===== src/rtl/hafsa_sopc_memoire_arbiter.sv =====
// hafsa_sopc_memoire_arbiter
// Two-master round-robin arbiter in front of the single-port on-chip RAM.
// Supports a per-master grant lock for multi-beat sequences and a 1-cycle
// read return routed to the issuing master. Out-of-range accesses are
// accepted, dropped at the RAM, and counted in a saturating counter.
module hafsa_sopc_memoire_arbiter #(
    parameter int DEPTH = 5120,
    parameter int AW    = 13,
    parameter int DW    = 32,
    parameter int CNT_W = 16
) (
    input  logic              clk,
    input  logic              reset_n,
    input  logic              halt,

    input  logic [AW-1:0]     m0_address,
    input  logic [DW/8-1:0]   m0_byteenable,
    input  logic              m0_read,
    input  logic              m0_write,
    input  logic [DW-1:0]     m0_writedata,
    input  logic              m0_lock,
    output logic              m0_waitrequest,
    output logic [DW-1:0]     m0_readdata,
    output logic              m0_readdatavalid,

    input  logic [AW-1:0]     m1_address,
    input  logic [DW/8-1:0]   m1_byteenable,
    input  logic              m1_read,
    input  logic              m1_write,
    input  logic [DW-1:0]     m1_writedata,
    input  logic              m1_lock,
    output logic              m1_waitrequest,
    output logic [DW-1:0]     m1_readdata,
    output logic              m1_readdatavalid,

    output logic [AW-1:0]     mem_address,
    output logic [DW/8-1:0]   mem_byteenable,
    output logic              mem_chipselect,
    output logic              mem_write,
    output logic [DW-1:0]     mem_writedata,
    output logic              mem_clken,
    input  logic [DW-1:0]     mem_readdata,

    output logic [CNT_W-1:0]  oor_count
);

    typedef enum logic {
        OWN_M0 = 1'b0,
        OWN_M1 = 1'b1
    } owner_t;

    localparam logic [AW:0] DEPTH_LIM = (AW+1)'(DEPTH);

    logic           req0;
    logic           req1;
    logic           grant0;
    logic           grant1;
    logic           granted;
    owner_t         sel_owner;
    logic [AW-1:0]  sel_address;
    logic           sel_write;
    logic           sel_lock;
    logic           in_range;

    owner_t         last_grant;
    logic           lock_valid;
    owner_t         lock_owner;

    logic           rd_pend;
    owner_t         rd_owner;
    logic           rd_oor;
    logic [DW-1:0]  rd_data;

    assign req0 = m0_read | m0_write;
    assign req1 = m1_read | m1_write;

    // Grant selection: lock owner first, then round-robin on a tie, else the lone requester
    always_comb begin
        grant0 = 1'b0;
        grant1 = 1'b0;
        if (!halt) begin
            if (lock_valid && (lock_owner == OWN_M0) && req0) begin
                grant0 = 1'b1;
            end else if (lock_valid && (lock_owner == OWN_M1) && req1) begin
                grant1 = 1'b1;
            end else if (req0 && req1) begin
                if (last_grant == OWN_M0) grant1 = 1'b1;
                else                      grant0 = 1'b1;
            end else if (req0) begin
                grant0 = 1'b1;
            end else if (req1) begin
                grant1 = 1'b1;
            end
        end
    end

    assign granted   = grant0 | grant1;
    assign sel_owner = grant1 ? OWN_M1 : OWN_M0;

    // Request mux toward the RAM port; write wins when read and write are both high
    always_comb begin
        sel_address    = m0_address;
        sel_write      = m0_write;
        sel_lock       = m0_lock;
        mem_byteenable = m0_byteenable;
        mem_writedata  = m0_writedata;
        if (grant1) begin
            sel_address    = m1_address;
            sel_write      = m1_write;
            sel_lock       = m1_lock;
            mem_byteenable = m1_byteenable;
            mem_writedata  = m1_writedata;
        end
    end

    assign in_range       = ({1'b0, sel_address} < DEPTH_LIM);
    assign mem_address    = sel_address;
    assign mem_chipselect = granted & in_range;
    assign mem_write      = granted & sel_write & in_range;
    assign mem_clken      = ~halt;

    assign m0_waitrequest = req0 & ~grant0;
    assign m1_waitrequest = req1 & ~grant1;

    assign rd_data          = rd_oor ? '0 : mem_readdata;
    assign m0_readdata      = rd_data;
    assign m1_readdata      = rd_data;
    assign m0_readdatavalid = rd_pend & (rd_owner == OWN_M0);
    assign m1_readdatavalid = rd_pend & (rd_owner == OWN_M1);

    // Round-robin history and grant lock; both frozen while halted
    always_ff @(posedge clk or negedge reset_n) begin
        if (!reset_n) begin
            last_grant <= OWN_M1;
            lock_valid <= 1'b0;
            lock_owner <= OWN_M0;
        end else if (granted) begin
            last_grant <= sel_owner;
            lock_valid <= sel_lock;
            lock_owner <= sel_owner;
        end else if (!halt) begin
            lock_valid <= 1'b0;
        end
    end

    // One-cycle read return tracking: who issued it and whether it was out of range
    always_ff @(posedge clk or negedge reset_n) begin
        if (!reset_n) begin
            rd_pend  <= 1'b0;
            rd_owner <= OWN_M0;
            rd_oor   <= 1'b0;
        end else begin
            rd_pend  <= granted & ~sel_write;
            rd_owner <= sel_owner;
            rd_oor   <= ~in_range;
        end
    end

    // Saturating count of accepted out-of-range accesses
    always_ff @(posedge clk or negedge reset_n) begin
        if (!reset_n) begin
            oor_count <= '0;
        end else if (granted && !in_range && (oor_count != '1)) begin
            oor_count <= oor_count + 1'b1;
        end
    end

endmodule

===== config.mk =====
export PLATFORM = sky130hd
export DESIGN_NAME = hafsa_sopc_memoire_arbiter
export DESIGN_NICKNAME = d
export VERILOG_FILES = /design/src/rtl/hafsa_sopc_memoire_arbiter.sv
export SDC_FILE = /design/constraint.sdc
export NUM_CORES = 1
export LEC_CHECK = 0
export ABC_CLOCK_PERIOD_IN_PS = 2300
export BUFFER_PORTS_ARGS = -buffer_cell sky130_fd_sc_hd__clkbuf_2
export CORE_AREA = 3 3 107 109
export DETAILED_ROUTE_END_ITERATION = 7
export DIE_AREA = 0 0 110 112
export PLACE_DENSITY = 0.59
export SYNTH_ARGS = -nofsm -noshare
export SYNTH_HDL_FRONTEND = slang
export SYNTH_SLANG_ARGS = --single-unit

===== constraint.sdc =====
create_clock -name clk -period 2.3 [get_ports clk]
set_clock_uncertainty 0.05 [all_clocks]
set_input_delay 0.23 -clock clk [delete_from_list [all_inputs] [get_ports clk]]
set_output_delay 0.23 -clock clk [all_outputs]
set_load 0.02 [all_outputs]

==> results_dict.tcl, run 1 <==
set metrics [dict create \
    dpl_wire_length_microns 9524 \
    drt.antenna.violating_nets 0 \
    place_congestion 0.9613 \
    yosys_register_bits 22 \
    drt-vias-per-instance 4.225 \
    worst-path-max-fanout 23 \
    detail_route.first_pass.iterations 4 \
    per_cell_routed_wire_length_microns 17.55 \
    overflow 0 \
    initial_standard_cell_utilization_of_the_core_pct 20.00 \
    dominant_cells_by_area_after_synthesis "sky130_fd_sc_hd__mux2_2 26%, sky130_fd_sc_hd__dfrtp_1 25%, sky130_fd_sc_hd__buf_4 12%" \
    status "complete, no violations" \
    synth_area_leader_cell "sky130_fd_sc_hd__mux2_2" \
    net_count_reported_at_finish 610 \
    detail_route.drc_violations 0 \
    unrepaired_setup_endpoints_after_global_routing "true" \
    worst-r2r-cell-count 7 \
    whs_path_depth 3 \
    die_h_microns 112 \
    std_cell_rows 38 \
    root_buffer "sky130_fd_sc_hd__clkbuf_8" \
    synthesis.area_per_instance_sq_um 9.425 \
    worst_skew_pair.late_latency_ns 0.26 \
    vias 2573 \
    synth_fp_nets 367 \
    fillerInstances 1124 \
    switching_part_of_the_total_pct 48.06 \
    hold_end "lock_valid" \
    clkSlewWorstSetupHoldPaths_ns 0.08 \
    routed_wl_microns 10690 \
    yosysTopAreaCellShare_pct 26.32 \
    internal_power_w 0.001270 \
    vias_in_the_first_global_route 2429 \
    timing.critical_path.required_ns 2.02 \
    cts_num_sinks 22 \
    syn2layout_area_growth_pct 65.97 \
    number_of_antenna_violations_at_the_first_check_in_global_routing 0 \
    finalMaxSlewViolations 0 \
    grt_max_degree 46 \
    capture_point_of_the_worst_reg_to_reg_path "oor_count[12]" \
    power.static_leakage_nw 1.969 \
    postLayoutCoreUtil_pct 33.19 \
    synth_warnings 0 \
    nature_of_the_critical_path_startpoint "flop" \
    timing.final.hold_violations 0 \
    vdd_drop_max_mv 0.2955 \
    timing.reg2reg.setup_slack_ns 0.24 \
    syn_area_sq_um 2140 \
    numCtsBuffers 3 \
    crit-reg2reg-launch "lock_owner" \
    dpl.cell_count 601 \
    core_region_area_sq_um 10700 \
    final-setup-viol-count 0 \
    synth.top_cells.by_count "50 x sky130_fd_sc_hd__mux2_2, 34 x sky130_fd_sc_hd__nor2b_1, 33 x sky130_fd_sc_hd__buf_4" \
    floorplan.io_pins 275 \
    synth.most_common_cell "sky130_fd_sc_hd__mux2_2" \
    die_area_sq_um 12320 \
    port_buffers 274 \
    holdCritPathClass "in2reg" \
    synth-seq-area-share_pct 25.79 \
    stdcell_count 609 \
    power_frac_clock_pct 11.4 \
    postSynthCellCount 227 \
    crit_path_capture_type "primary output" \
    chipWidth_microns 110 \
    yosys_most_used_dff "sky130_fd_sc_hd__dfrtp_1" \
    sequentialPowerShare_pct 23.3 \
    power.density_cell_area_nw_per_um2 688.5 \
    criticalPathCategory "reg2out" \
    layout_min_cycle_time_ns 2.263 \
    max_slew_headroom_pct 35.65 \
    ys_types 35 \
    post-route-period-util_pct 98.41 \
    combinational_group_share_of_total_power_pct 65.4 \
    ys_async_sr_fraction_pct 100.0 \
    total_track_usage_pct 15.73 \
    max_freq_mhz 441.8 \
    drive_above_1_share_pct 73.13 \
    switching_power_w 0.001175 \
    ctsHtreeMaxLevel 1 \
    holdCritStartpoint "m0_lock" \
    tritoncts "yes" \
    maxCapViolCount 0 \
    antennaDiodeCount 0 \
    clockBufferDepth 2 \
    cp_data_arrival_time_ns 1.98 \
    grt_pass1_wl_microns 14550 \
    timing_worst_slew_pin_value_ns 0.9653 \
    synth_enable_flop_cells 0 \
    drt_first_iter_violations 113 \
]
## sequential cells by signal, indices dropped and copies added, names as in the netlist
name,cells
rd_owner,1
lock_valid,1
last_grant,1
rd_pend,1
oor_count,16
rd_oor,1
lock_owner,1
## final cells by class
type,count,area (sq um),area share [%]
flip-flops and latches,22,551.8,15.54
clock buffers,4,55.05,1.550
inverters,2,7.507,0.2114
multi-input cells,160,1310,36.89
well taps,140,175.2,4.933
repair buffers,281,1451,40.87
## power by group through the flow
| stage | Combinational, W | Clock, W | Sequential, W |
|---|---|---|---|
| 3_5_place_dp | 0.00156 | 0 | 0.000578 |
| 4_1_cts | 0.00157 | 0.000284 | 0.000570 |
| 3_3_place_gp | 0.00155 | 0 | 0.000573 |
| 2_1_floorplan | 0.00103 | 0 | 0.000587 |
| 5_1_grt | 0.00172 | 0.000302 | 0.000583 |
| 6_report | 0.00160 | 0.000278 | 0.000569 |
## layout by cell type (no fill, tap or decap), types with 3 or more instances in the layout
| master | count |
|---|---|
| sky130_fd_sc_hd__nand2b_1 | 3 |
| sky130_fd_sc_hd__clkbuf_8 | 4 |
| sky130_fd_sc_hd__nand2_1 | 5 |
| sky130_fd_sc_hd__nand3_1 | 8 |
| sky130_fd_sc_hd__nand4_1 | 7 |
| sky130_fd_sc_hd__nor2b_1 | 34 |
| sky130_fd_sc_hd__buf_4 | 3 |
| sky130_fd_sc_hd__clkbuf_2 | 273 |
| sky130_fd_sc_hd__xnor2_1 | 12 |
| sky130_fd_sc_hd__nor2_1 | 6 |
| sky130_fd_sc_hd__mux2_2 | 49 |
| sky130_fd_sc_hd__and3_1 | 5 |
| sky130_fd_sc_hd__dfrtp_1 | 21 |
## routing by layer
metal / vias up / part of all wire, % / track usage, % / wire length, microns
met1: 1172 / 45 / 22.02 / 4780
li1: 1241 / - / - / -
met2: 156 / 46 / 25.04 / 4953
met4: 0 / 0.52 / 2.909 / 56
met5: - / 0 / 0 / 0
met3: 4 / 8.4 / 3.246 / 898
## critical path: stages (launching register included)
cell	delay, ns
sky130_fd_sc_hd__dfrtp_1	0.40
sky130_fd_sc_hd__nand2b_1	0.14
sky130_fd_sc_hd__a21oi_2	0.11
sky130_fd_sc_hd__nor3_4	0.24
sky130_fd_sc_hd__clkbuf_16	0.26
sky130_fd_sc_hd__mux2_2	0.40
sky130_fd_sc_hd__clkbuf_2	0.17
## metrics by stage
stage	hold slack [ns]	setup slack (ns)	TNS, ns	area, sq um	power, W
finish	0.1369	0.03661	0	3551	0.002445
global route	0.1418	-0.05074	-0.4617	3551	0.002604
CTS	0.1350	-0.01601	-0.02490	3502	0.002427
detailed placement	0.1902	0.2514	0	3433	0.002138
global placement	0.1834	0.2976	0	3433	0.002124
floorplan	-0.1156	0.2698	0	2140	0.001614
## cell families (layout without fill, tap and decap cells)
| family | after synthesis | after routing | share of synthesized area, % |
|---|---|---|---|
| flip-flops | 22 | 22 | 25.79 |
| XOR/XNOR | 13 | 13 | 5.322 |
| adder cells (fa/ha/maj) | 1 | 1 | 0.5847 |
| AO/OA/AOI/OAI | 14 | 14 | 4.503 |
| AND/OR/NAND/NOR | 79 | 79 | 21.81 |
| buffers and inverters | 45 | 287 | 14.04 |
| multiplexers | 53 | 53 | 27.95 |
## repair_timing
action                     in CTS  in global routing
hold buffers                    1                  0
setup endpoints to repair      13                 49
cloned                          0                  1
setup buffers                   0                  2
hold endpoints to repair       21                  0
resized for setup               1                  6
## worst max path at each step
stage,from,to
floorplan,last_grant,mem_write
global placement,lock_valid,mem_writedata[16]
detailed placement,lock_valid,mem_writedata[16]
CTS,lock_valid,mem_writedata[16]
global route,lock_valid,mem_writedata[20]
finish,lock_valid,mem_writedata[20]
No activity file was read; power rests on OpenSTA's default activity.
==> inputs of run 2 (changes only) <==
--- a/config.mk
+++ b/config.mk
@@ -5,12 +5,13 @@
 export SDC_FILE = /design/constraint.sdc
 export NUM_CORES = 1
 export LEC_CHECK = 0
+export ABC_AREA = 1
 export ABC_CLOCK_PERIOD_IN_PS = 2300
 export BUFFER_PORTS_ARGS = -buffer_cell sky130_fd_sc_hd__clkbuf_2
 export CORE_AREA = 3 3 107 109
 export DETAILED_ROUTE_END_ITERATION = 7
 export DIE_AREA = 0 0 110 112
-export PLACE_DENSITY = 0.59
+export PLACE_DENSITY = 0.62
 export SYNTH_ARGS = -nofsm -noshare
 export SYNTH_HDL_FRONTEND = slang
 export SYNTH_SLANG_ARGS = --single-unit
==> run 2 against run 1 <==
  * Power increased by 17%
  * Flip-flop and latch count unchanged
  * Critical path depth rose by 2
  * Die area unchanged
  * Maximum frequency rose by 6.1%
  * Core utilization is 2.1 points higher
  * Non-clock buffer count unchanged
==> results_dict.tcl, run 2 <==
set metrics [dict create \
    status "complete, no violations" \
    largest_register_ffs 16 \
    detail_route.drc_violations 0 \
    postSynthCellCount 433 \
    switching_part_of_the_total_pct 56.59 \
    total_track_usage_pct 13.88 \
    fillerInstances 1231 \
    holdCritStartpoint "m1_lock" \
    drt-vias-per-instance 3.948 \
    overflow 0 \
    internal_power_w 0.001247 \
    layout_min_cycle_time_ns 2.134 \
    post-route-worst-setup-slack_ns 0.1661 \
    clkSlewWorstSetupHoldPaths_ns 0.07 \
    synth.top_cells.by_count "220 x sky130_fd_sc_hd__nand2_1, 49 x sky130_fd_sc_hd__inv_1, 45 x sky130_fd_sc_hd__nor2_1" \
    pre_cts_ws_ns 0.2285 \
    final-setup-viol-count 0 \
    std_cell_rows 38 \
    antennaDiodeCount 0 \
    chipWidth_microns 110 \
    ys_types 30 \
    ctsHtreeMaxLevel 1 \
    ys_async_sr_fraction_pct 100.0 \
    synthAdderAreaFrac_pct 0.5187 \
    synth-simple-area-share_pct 49.43 \
    numCtsBuffers 3 \
    cp_data_arrival_time_ns 1.85 \
    drt.antenna.violating_nets 0 \
    yosysTopAreaCellShare_pct 34.23 \
    synth_xor_xnor_area_share_pct 4.720 \
    syn_area_sq_um 2412 \
    die_h_microns 112 \
    holdCritPathClass "in2reg" \
    nature_of_the_critical_path_startpoint "flop" \
    core_region_area_sq_um 10700 \
    most_frequent_cells_in_the_layout "273 x sky130_fd_sc_hd__clkbuf_2, 218 x sky130_fd_sc_hd__nand2_1, 49 x sky130_fd_sc_hd__inv_1" \
    dominant_cells_by_area_after_synthesis "sky130_fd_sc_hd__nand2_1 34%, sky130_fd_sc_hd__dfrtp_1 22%, sky130_fd_sc_hd__buf_4 10%" \
    synth_warnings 0 \
    port_buffers 274 \
    unrepaired_setup_endpoints_after_global_routing "false" \
    vias 3202 \
    portion_of_netlist_area_occupied_by_mux_cells_pct 0 \
    root_buffer "sky130_fd_sc_hd__clkbuf_8" \
    net_count_reported_at_finish 812 \
    place_congestion 0.7835 \
    largest_register "oor_count" \
    final.setup.tns_ns 0 \
    max_slew_headroom_pct 31.12 \
    yosys_most_used_dff "sky130_fd_sc_hd__dfrtp_1" \
    initial_standard_cell_utilization_of_the_core_pct 22.55 \
    power.static_leakage_nw 2.607 \
    synth-seq-area-share_pct 22.87 \
    finalMaxSlewViolations 0 \
    vdd_drop_max_mv 0.4108 \
    per_cell_routed_wire_length_microns 11.60 \
    power.density_cell_area_nw_per_um2 761.2 \
    die_area_sq_um 12320 \
    yosys_register_bits 22 \
    clockBufferDepth 2 \
    timing.final.hold_violations 0 \
    layout_commonest_cell "sky130_fd_sc_hd__clkbuf_2" \
    sequentialPowerShare_pct 20.4 \
    timing_worst_slew_pin_value_ns 1.033 \
    worst_skew_pair.late_latency_ns 0.26 \
    synthesis.area_per_instance_sq_um 5.571 \
    max_freq_mhz 468.6 \
    drt_first_iter_violations 117 \
    cts_num_sinks 22 \
    cp-startpoint "last_grant" \
    crit_path_capture_type "primary output" \
    crit-reg2reg-launch "oor_count[0]" \
    routed_wl_microns 9408 \
    hold_slack_ns 0.1647 \
    timing.critical_path.required_ns 2.02 \
    grt_max_degree 47 \
    criticalPathCategory "reg2out" \
    floorplan.io_pins 275 \
    dpl_wire_length_microns 8114 \
    vias_in_the_first_global_route 2857 \
    synth_compound_gate_area_share_pct 0.9855 \
    drive_above_1_share_pct 45.16 \
    grt_pass1_wl_microns 13990 \
    maxCapViolCount 0 \
    largest_family_of_logic_cells_by_synthesized_area "simple AND/OR/NAND/NOR gates" \
    post-route-period-util_pct 92.78 \
    number_of_antenna_violations_at_the_first_check_in_global_routing 0 \
    detail_route.first_pass.iterations 4 \
    synth.most_common_cell "sky130_fd_sc_hd__nand2_1" \
    worst-path-max-fanout 6 \
    synth_fp_nets 573 \
    combinational_group_share_of_total_power_pct 71.0 \
    syn2layout_area_growth_pct 56.43 \
    power_frac_clock_pct 8.6 \
    synth_area_leader_cell "sky130_fd_sc_hd__nand2_1" \
    tritoncts "yes" \
    synth_enable_flop_cells 0 \
    switching_power_w 0.001626 \
]
-- run 2: cell count changes after synthesis, sizes merged, moves of 5 or more --
cell,previous run,this run
nor2b,34,0
xnor2,12,7
and3,5,0
xor2,1,6
nor2,6,49
nand2,5,223
inv,2,54
mux2,51,0
-- run 2: power groups by stage --
stage	combinational, W	clock, W	sequential [W]
4_1_cts	0.00202	0.000256	0.000588
6_report	0.00204	0.000248	0.000587
3_5_place_dp	0.00202	0	0.000596
3_3_place_gp	0.00201	0	0.000592
2_1_floorplan	0.00143	0	0.000577
5_1_grt	0.00225	0.000273	0.000607
-- run 2: worst max-delay path, stage by stage, from the launching register on --
cell	delay, ns
sky130_fd_sc_hd__dfstp_2	0.54
sky130_fd_sc_hd__nand3_2	0.13
sky130_fd_sc_hd__nand3_4	0.17
sky130_fd_sc_hd__nand2_1	0.07
sky130_fd_sc_hd__nand2_1	0.09
sky130_fd_sc_hd__nand2_2	0.10
sky130_fd_sc_hd__and2_1	0.18
sky130_fd_sc_hd__nor3_2	0.11
sky130_fd_sc_hd__buf_2	0.19
-- run 2: area by class of cell --
| class | count | area [sq um] | share of cell area [%] |
|---|---|---|---|
| Timing Repair Buffer | 281 | 1435 | 38.03 |
| Multi-Input combinational cell | 309 | 1353 | 35.84 |
| Sequential cell | 22 | 551.8 | 14.62 |
| Inverter | 55 | 214.0 | 5.670 |
| Tap cell | 140 | 175.2 | 4.642 |
| Clock buffer | 4 | 45.04 | 1.194 |
-- run 2: worst paths after layout --
kind	endpoint	slack, ns	cells past startpoint
worst min-delay path	lock_valid	0.16	3
worst max-delay path	mem_write	0.17	8
max in group asynchronous	last_grant	1.37	2
min in group asynchronous	oor_count[0]	0.43	2
worst max register to register	oor_count[11]	0.35	9
worst min register to register	last_grant	0.43	2
-- run 2: logic make-up (layout without fill, tap and decap cells) --
group           Yosys count  count (layout)
xor+xnor                 13              13
simple gates            292             292
fa+ha+maj                 1               1
flops                    22              22
compound gates            3               3
buf+inv                 102             340
-- run 2: repair_timing --
item                                    in CTS  in global routing
endpoints found under the setup margin       2                 16
buffers inserted                             0                  3
resized for setup                            1                  6
hold buffers                                 1                  0
pin swaps                                    0                  1
hold endpoints to repair                    21                  0
-- run 2: stage by stage --
| step | cell area [sq um] | power [W] | util (%) | instances |
|---|---|---|---|---|
| after floorplan | 2412 | 0.002006 | - | 433 |
| after global placement | 3671 | 0.002605 | 34.32 | 803 |
| after detailed placement | 3671 | 0.002612 | 34.32 | 803 |
| after CTS | 3730 | 0.002869 | 34.87 | 808 |
| after global routing | 3774 | 0.003127 | 35.27 | 811 |
| final | 3774 | 0.002872 | 35.27 | 811 |
-- run 2: layer usage --
layer / track usage, % / part of all wire, %
met1: 17.28 / 41
met2: 25.32 / 50
met3: 1.623 / 8.1
met4: 2.743 / 0.99
met5: 0 / 0
